===== src/rtl/jtframe_db9_scan.sv =====
`timescale 1ns/1ps
// DB9 joystick chain scanner: loads and clocks a 74HC165-style chain, shifts in
// 16 active-low button bits, optionally debounces, and publishes active-high words.
module jtframe_db9_scan #(
  parameter int CLKDIV      = 4,
  parameter int SCAN_PERIOD = 4096,
  parameter int DEBOUNCE    = 1
) (
  input  logic        clk_sys,
  input  logic        rst_n,
  input  logic        en,
  output logic        JOY_CLK,
  output logic        JOY_LOAD,
  input  logic        JOY_DATA,
  output logic [31:0] joystick1,
  output logic [31:0] joystick2,
  output logic        scan_done
);

  // state      | meaning
  // S_IDLE     | waiting for en and the scan period to elapse
  // S_LOAD     | JOY_LOAD low, chain captures the buttons
  // S_SETUP    | JOY_LOAD back high, first bit settles on Q_H
  // S_SHIFT_LO | JOY_CLK low, data sampled on the last cycle
  // S_SHIFT_HI | JOY_CLK high, chain advances one bit
  // S_DONE     | one cycle: debounce compare and publish
  typedef enum logic [2:0] {
    S_IDLE,
    S_LOAD,
    S_SETUP,
    S_SHIFT_LO,
    S_SHIFT_HI,
    S_DONE
  } state_t;

  localparam int DW = (CLKDIV > 1) ? $clog2(CLKDIV) : 1;
  localparam int PW = (SCAN_PERIOD > 1) ? $clog2(SCAN_PERIOD) : 1;
  localparam logic [DW-1:0] DIV_LAST = DW'(CLKDIV - 1);
  localparam logic [PW-1:0] PER_LAST = PW'(SCAN_PERIOD - 1);

  state_t        state;
  logic [DW-1:0] div_cnt;
  logic [PW-1:0] per_cnt;
  logic [3:0]    bit_cnt;
  logic [15:0]   raw;
  logic [15:0]   prev_cand;
  logic          first;
  logic          tick;
  logic [15:0]   cand;

  assign tick = (div_cnt == DIV_LAST);
  assign cand = ~raw;

  always_ff @(posedge clk_sys or negedge rst_n) begin
    if (!rst_n) begin
      state     <= S_IDLE;
      div_cnt   <= '0;
      per_cnt   <= '0;
      bit_cnt   <= '0;
      raw       <= 16'hFFFF;
      prev_cand <= '0;
      first     <= 1'b1;
      JOY_CLK   <= 1'b0;
      JOY_LOAD  <= 1'b1;
      joystick1 <= '0;
      joystick2 <= '0;
      scan_done <= 1'b0;
    end else begin
      scan_done <= 1'b0;
      first     <= 1'b0;
      // saturates so a short SCAN_PERIOD cannot wrap during a long scan
      if (per_cnt != PER_LAST) per_cnt <= per_cnt + 1'b1;

      case (state)
        S_IDLE: begin
          div_cnt <= '0;
          if (en && (first || per_cnt == PER_LAST)) begin
            state    <= S_LOAD;
            per_cnt  <= '0;
            JOY_LOAD <= 1'b0;
          end
        end

        S_LOAD: begin
          if (tick) begin
            state    <= S_SETUP;
            div_cnt  <= '0;
            JOY_LOAD <= 1'b1;
          end else begin
            div_cnt <= div_cnt + 1'b1;
          end
        end

        S_SETUP: begin
          bit_cnt <= '0;
          if (tick) begin
            state   <= S_SHIFT_LO;
            div_cnt <= '0;
          end else begin
            div_cnt <= div_cnt + 1'b1;
          end
        end

        S_SHIFT_LO: begin
          if (tick) begin
            raw[4'd15 - bit_cnt] <= JOY_DATA;
            state   <= S_SHIFT_HI;
            div_cnt <= '0;
            JOY_CLK <= 1'b1;
          end else begin
            div_cnt <= div_cnt + 1'b1;
          end
        end

        S_SHIFT_HI: begin
          if (tick) begin
            div_cnt <= '0;
            JOY_CLK <= 1'b0;
            if (bit_cnt == 4'd15) begin
              state <= S_DONE;
            end else begin
              bit_cnt <= bit_cnt + 1'b1;
              state   <= S_SHIFT_LO;
            end
          end else begin
            div_cnt <= div_cnt + 1'b1;
          end
        end

        S_DONE: begin
          scan_done <= 1'b1;
          div_cnt   <= '0;
          if (DEBOUNCE == 0 || cand == prev_cand) begin
            joystick1 <= {24'd0, cand[15:8]};
            joystick2 <= {24'd0, cand[7:0]};
          end
          prev_cand <= cand;
          state     <= S_IDLE;
        end

        default: begin
          state    <= S_IDLE;
          div_cnt  <= '0;
          JOY_CLK  <= 1'b0;
          JOY_LOAD <= 1'b1;
        end
      endcase
    end
  end

endmodule


===== config.mk =====
export PLATFORM = sky130hd
export DESIGN_NAME = jtframe_db9_scan
export DESIGN_NICKNAME = d
export VERILOG_FILES = /design/src/rtl/jtframe_db9_scan.sv
export SDC_FILE = /design/constraint.sdc
export NUM_CORES = 1
export LEC_CHECK = 0
export BUFFER_PORTS_ARGS = -buffer_cell sky130_fd_sc_hd__buf_4
export CAP_MARGIN = 10
export CORE_ASPECT_RATIO = 0.8
export CORE_MARGIN = 4
export CORE_UTILIZATION = 57
export DETAILED_ROUTE_END_ITERATION = 8
export GPL_ROUTABILITY_DRIVEN = 0
export PLACE_DENSITY = 0.82
export SYNTH_ARGS = -nofsm -noshare
export SYNTH_HDL_FRONTEND = slang
export SYNTH_SLANG_ARGS = --single-unit

===== constraint.sdc =====
create_clock -name clk_sys -period 4.14 [get_ports clk_sys]
set_clock_uncertainty 0.05 [all_clocks]
set_input_delay 0.621 -clock clk_sys [delete_from_list [all_inputs] [get_ports clk_sys]]
set_output_delay 0.621 -clock clk_sys [all_outputs]
set_load 0.05 [all_outputs]

Word level (Yosys, flattened, before mapping)
Index checks and enable logic that the tools add are counted.
{"block": "totals", "register_bits": 73, "latchBits": 0, "ramBits": 0, "mem_bits_ro": 0, "inputBits": 4, "out_inout_bits": 67, "wordCells": 75, "mem_count": 0}
{"block": "op_classes", "n_addsub": 4, "multipliers": 0, "n_div": 0, "n_lt_le_gt_ge": 2, "eq_ne": 16, "shift": 0, "mux": 24, "bitwise": 3, "reduce_logical": 14}
{"operator": "2-to-1 mux 12 bit", "n": 3}
{"operator": "2-to-1 mux 3 bit", "n": 6}
{"operator": "bitwise mux 16 bit", "n": 1}
{"operator": "== test 16 bit", "n": 1}
{"operator": "inverter 16 bit", "n": 1}
{"operator": "one-hot mux 3 bit (5 select lines)", "n": 1}
{"operator": "adder 12 x 1 -> 12 bit, second input constant", "n": 1}
{"operator": "== test 12 bit, second input constant", "n": 1}
{"operator": "!= test 12 bit, second input constant", "n": 1}
{"operator": "!= test 2 bit, second input constant", "n": 6}
{"operator": "OR reduction 4 bit", "n": 3}
{"operator": "AND reduction 3 bit", "n": 3}
{"operator": "2-to-1 mux 4 bit", "n": 2}
{"operator": "one-hot mux 4 bit (2 select lines)", "n": 1}
{"operator": "== test 3 x 2 -> 1 bit, second input constant", "n": 2}
{"operator": "== test 3 bit, second input constant", "n": 2}
{"operator": "one-hot mux 1 bit (3 select lines)", "n": 2}
{"operator": "< comparator 4 x 5 -> 1 bit, second input constant", "n": 1}
{"operator": "2-to-1 mux 1 bit", "n": 5}
{"operator": "AND reduction 5 bit", "n": 1}
{"operator": "adder 4 x 1 -> 4 bit, second input constant", "n": 1}
{"operator": "demux 1 bit (select 4 bit)", "n": 1}
{"operator": "== test 4 bit, second input constant", "n": 1}
{"operator": "greater-or-equal comparator 4 x 1 -> 1 bit, second input constant", "n": 1}
{"operator": "other kinds (11)", "n": 15}

Logic depth before layout (Yosys ltp)
{"block": "logic_depth", "ltp_word": 6, "ltp_mapped": 7, "ltp_nobuf": 6}

Least setup slack after synthesis
Ideal clock, no wire load.
{"block": "synth_path", "path_type": "reg-to-reg", "startpoint": "register raw[5]", "endpoint": "register joystick1[6]", "setup_ps": 79, "arrival_ps": 1809, "slack_ps": 2202, "path_stages_with_launch": 7, "cell_sequence": "dfstp_2 > xnor2_1 > nor4_2 > nand3_1 > nor4_4 > buf_6 > mux2i_1"}
{"block": "synth_via", "elab_chain_cells": 3}
{"element": "start: declaration", "line": "45", "source": "logic [15:0] raw;"}
{"element": "start signal: assignment", "line": "60", "source": "raw <= 16'hFFFF;"}
{"element": "start signal: indexed assignment", "line": "106", "source": "raw[4'd15 - bit_cnt] <= JOY_DATA;"}
{"element": "inverter 16 bit", "line": "52", "source": "assign cand = ~raw;"}
{"element": "== test 16 bit", "line": "133", "source": "if (DEBOUNCE == 0 || cand == prev_cand) begin"}
{"element": "AND reduction 2 bit (no line)"}
{"element": "end signal: assignment", "line": "134", "source": "joystick1 <= {24'd0, cand[15:8]};"}
{"element": "end: declaration", "line": "15", "source": "output logic [31:0] joystick1,"}
No other way between the ends.
A chain may end at the register's enable or synchronous reset.

Final worst setup path
{"block": "layout_path", "startpoint": "register state[1]", "endpoint": "register joystick1[1]"}
{"block": "layout_via", "elab_chain_cells": 2}
{"element": "start: declaration", "line": "41", "source": "state_t state;"}
{"element": "start signal: assignment", "line": "56", "source": "state <= S_IDLE;"}
{"element": "start signal: assignment", "line": "78", "source": "state <= S_LOAD;"}
{"element": "start signal: assignment", "line": "86", "source": "state <= S_SETUP;"}
{"element": "== test 3 bit", "line": "74", "source": "case (state)"}
{"element": "AND reduction 2 bit (no line)"}
No other way between the ends.

==> flow_results.xml <==
<?xml version="1.0" encoding="UTF-8"?>
<metrics>
  <group name="clocking">
    <metric name="clockBufferDepth" unit="">2</metric>
    <metric name="clk-insertion-delay-late" unit="ns">0.34</metric>
    <metric name="cts_tree" unit="">built</metric>
    <metric name="cts_repair_resize_count" unit="">0</metric>
    <metric name="cts.sink_count" unit="">73</metric>
    <metric name="postCtsSetupRepairBufs" unit="">0</metric>
    <metric name="htree_levels" unit="">3</metric>
    <metric name="cts_inserted_buffers" unit="">9</metric>
    <metric name="cts.clk_slew.worst_paths" unit="ns">0.08</metric>
    <metric name="clock-root-buffer" unit="">clkbuf_8</metric>
    <metric name="postCtsHoldBufs" unit="">0</metric>
  </group>
  <group name="power_and_ir_drop">
    <metric name="ir_worst_vdd" unit="mV">0.272</metric>
    <metric name="relative_contribution_of_combinational_cells_to_total_power" unit="%">24.3</metric>
    <metric name="internal-power" unit="mW">1.31</metric>
    <metric name="clock_power_share" unit="%">26.5</metric>
    <metric name="power_density" unit="nW/um2">497</metric>
    <metric name="seq_power_share" unit="%">49.1</metric>
    <metric name="power.share.switching" unit="%">35.0</metric>
    <metric name="total_switching_power" unit="mW">0.705</metric>
    <metric name="p_leak" unit="nW">1.81</metric>
  </group>
  <group name="placement">
    <metric name="dp_cells" unit="">465</metric>
    <metric name="io_buffers" unit="">22</metric>
    <metric name="post-dp-hpwl" unit="um">4650</metric>
    <metric name="post_dp_cell_area" unit="um2">3860</metric>
  </group>
  <group name="finish">
    <metric name="num_antenna_cells" unit="">0</metric>
    <metric name="finish.net_count" unit="">402</metric>
    <metric name="fraction_of_final_layout_cells_sized_beyond_drive_strength_1" unit="%">20.2</metric>
    <metric name="fill_cells" unit="">528</metric>
    <metric name="final_cell_area" unit="um2">4050</metric>
    <metric name="multi_input_combinational_cell_area" unit="um2">1640</metric>
    <metric name="register_area" unit="um2">1850</metric>
    <metric name="syn_to_final_growth" unit="%">6.17</metric>
    <metric name="layout.cells.non_filler" unit="">481</metric>
  </group>
  <group name="run">
    <metric name="max_cap_violations" unit="">0</metric>
  </group>
  <group name="routing">
    <metric name="drt_drc_violations_left" unit="">0</metric>
    <metric name="drt.antenna.violating_nets" unit="">0</metric>
    <metric name="via_per_inst" unit="">5.02</metric>
    <metric name="route.final.wire_length" unit="um">6670</metric>
    <metric name="wl_per_cell" unit="um">13.9</metric>
    <metric name="first_pass_iters" unit="">5</metric>
    <metric name="detail_route.iter0.violations" unit="">141</metric>
    <metric name="via_count" unit="">2416</metric>
  </group>
  <group name="run_status">
    <metric name="run_status" unit="">completed</metric>
  </group>
  <group name="setup_path">
    <metric name="critical_path_peak_fanout" unit="">34</metric>
    <metric name="r2r_cells" unit="">5</metric>
    <metric name="critPathLaunch" unit="">state[1]$_DFFE_PN0P_</metric>
    <metric name="critPathCapture" unit="">joystick1[1]$_DFFE_PN0P_</metric>
    <metric name="kind_of_critical_path" unit="">flop to flop</metric>
    <metric name="cp.arrival" unit="ns">2.83</metric>
    <metric name="setup.worst_path.end_class" unit="">flop</metric>
    <metric name="worst_reg2reg_endpoint" unit="">joystick1[1]$_DFFE_PN0P_</metric>
    <metric name="regToRegSetupSlack" unit="ns">1.53</metric>
    <metric name="r2r_start" unit="">state[1]$_DFFE_PN0P_</metric>
    <metric name="critPathRequiredTime" unit="ns">4.36</metric>
    <metric name="crit_path_start_kind" unit="">flop</metric>
  </group>
  <group name="sta">
    <metric name="hold_viol" unit="">0</metric>
    <metric name="drv_slew" unit="">0</metric>
    <metric name="min_period_over_period" unit="%">63.1</metric>
    <metric name="fmax" unit="MHz">383</metric>
    <metric name="grt_setup_unrepaired" unit="">no</metric>
    <metric name="relSlewSlack" unit="%">32.0</metric>
    <metric name="fin_crit" unit="ns">2.61</metric>
    <metric name="hold_slack" unit="ns">0.355</metric>
    <metric name="fin_setup_tns" unit="ns">0</metric>
    <metric name="worst-slew-pin-transition" unit="ns">1.02</metric>
    <metric name="report.final.setup_viol" unit="">0</metric>
  </group>
  <group name="synth">
    <metric name="seq_area_frac_synth" unit="%">48.5</metric>
    <metric name="synth_edf_count" unit="">0</metric>
    <metric name="ys_top_cells_by_count" unit="">dfrtp_1, buf_4, nand2_1, o21ai_0, inv_1</metric>
    <metric name="dominantRegCellSynth" unit="">dfrtp_1</metric>
    <metric name="ys_seq_elements" unit="">73</metric>
    <metric name="synth_cell_type_count" unit="">40</metric>
    <metric name="netlist.area_leader.share" unit="%">36.1</metric>
    <metric name="dominant_cell_by_count_in_the_synthesized_netlist" unit="">dfrtp_1</metric>
    <metric name="syn_area" unit="um2">3810</metric>
    <metric name="post-synth-top-area-cell" unit="">dfrtp_1</metric>
    <metric name="synthesis.yosys.warnings" unit="">0</metric>
    <metric name="syn-instance-count" unit="">370</metric>
    <metric name="synth_area_leaders" unit="">dfrtp_1, dfstp_2, buf_4</metric>
    <metric name="ys_async_sr_fraction" unit="%">100</metric>
    <metric name="syn-mean-instance-area" unit="um2">10.3</metric>
  </group>
  <group name="hold_path">
    <metric name="min_path_type" unit="">input port to async pin</metric>
  </group>
  <group name="global_route">
    <metric name="antenna_found_initial" unit="">0</metric>
    <metric name="grt_max_degree" unit="">74</metric>
    <metric name="grt_overflow" unit="">0</metric>
    <metric name="globalRouteTotalUtil" unit="%">18.2</metric>
    <metric name="grt_first_pass_wirelength" unit="um">11600</metric>
    <metric name="via_count_of_the_first_global_routing_pass" unit="">2365</metric>
  </group>
  <group name="die">
    <metric name="die_area" unit="um2">8070</metric>
    <metric name="floorplan.rows" unit="">26</metric>
    <metric name="io-pin-count" unit="">71</metric>
    <metric name="initial_core_util" unit="%">59.2</metric>
    <metric name="die_x" unit="um">99.4</metric>
    <metric name="die_height" unit="um">81.2</metric>
    <metric name="core_region_area" unit="um2">6440</metric>
  </group>
</metrics>
[placed cells by master (no fill, tap or decap), types with 11 or more instances in the layout]
master and instances:
mux2i_1 22, inv_1 23, nand3_1 11, nor2_1 18, nand2_1 39, dfrtp_1 55, conb_1 49, xnor2_1 17
mux2_2 17, dfstp_2 18, o21ai_0 26, buf_4 24
[area by class of cell]
type / count / area share [%]
flip-flops and latches: 73 / 45.7
multi-input cells: 261 / 40.5
repair buffers: 24 / 4.45
clock buffers: 11 / 3.25
well taps: 84 / 2.60
inverters: 23 / 2.13
clock inverters: 5 / 1.42
[routing by layer]
layer  share of wire [%]  up-vias  track usage (%)  wire length (um)
met4                 1.2        0             5.87                80
li1                    -     1175                -                 -
met2                  48       49             29.2              3230
met1                  46     1182             24.5              3040
met3                 4.7       10             4.64               314
met5                   0        -                0                 0
[critical path, stage by stage, from the launching register on]
cell and delay [ns]:
dfrtp_1 0.60, nor2b_1 0.23, nand2_1 0.60, nor4_4 0.46
buf_4 0.34, mux2i_1 0.24
[cell families after synthesis]
family	count (synthesis)	synth area share (%)
and+or+nand+nor	102	13.4
buffers and inverters	84	13.3
other	1	0.0984
adders and majority gates	6	1.97
muxes	39	10.8
AOI/OAI and AO/OA	40	6.20
xor gates and xnor gates	25	5.74
DFF	73	48.5
[metrics by stage]
stage | setup slack [ns] | power, mW | util [%]
floorplan | 2.20 | 1.41 | -
global placement | 1.68 | 1.46 | 59.9
detailed placement | 1.51 | 1.48 | 59.9
CTS | 1.52 | 2.03 | 62.8
global route | 1.27 | 2.14 | 62.8
finish | 1.53 | 2.01 | 62.8
[worst min-delay path by stage]
stage / from / to / slack (ns)
floorplan: rst_n / JOY_CLK$_DFFE_PN0P_ / 0.28
global placement: div_cnt[0]$_DFF_PN0_ / div_cnt[0]$_DFF_PN0_ / 0.38
detailed placement: div_cnt[0]$_DFF_PN0_ / div_cnt[0]$_DFF_PN0_ / 0.38
CTS: rst_n / joystick1[1]$_DFFE_PN0P_ / 0.37
global route: div_cnt[0]$_DFF_PN0_ / div_cnt[0]$_DFF_PN0_ / 0.41
finish: rst_n / joystick1[1]$_DFFE_PN0P_ / 0.36
[power by group through the flow]
| stage | sequential [mW] | clock [mW] | combinational [mW] |
|---|---|---|---|
| final | 0.988 | 0.534 | 0.490 |
| after global routing | 1.01 | 0.585 | 0.547 |
| after CTS | 0.985 | 0.553 | 0.492 |
| after detailed placement | 0.996 | 0 | 0.488 |
| after global placement | 0.985 | 0 | 0.475 |
| after floorplan | 0.962 | 0 | 0.453 |
[flip-flops by register name (all words and copies together), names as in the netlist, 2 cells and up]
signal / count
bit_cnt: 4
state: 3
prev_cand: 16
joystick2: 8
joystick1: 8
raw: 16
div_cnt: 2
per_cnt: 12
No activity file was read; power rests on OpenSTA's default activity.
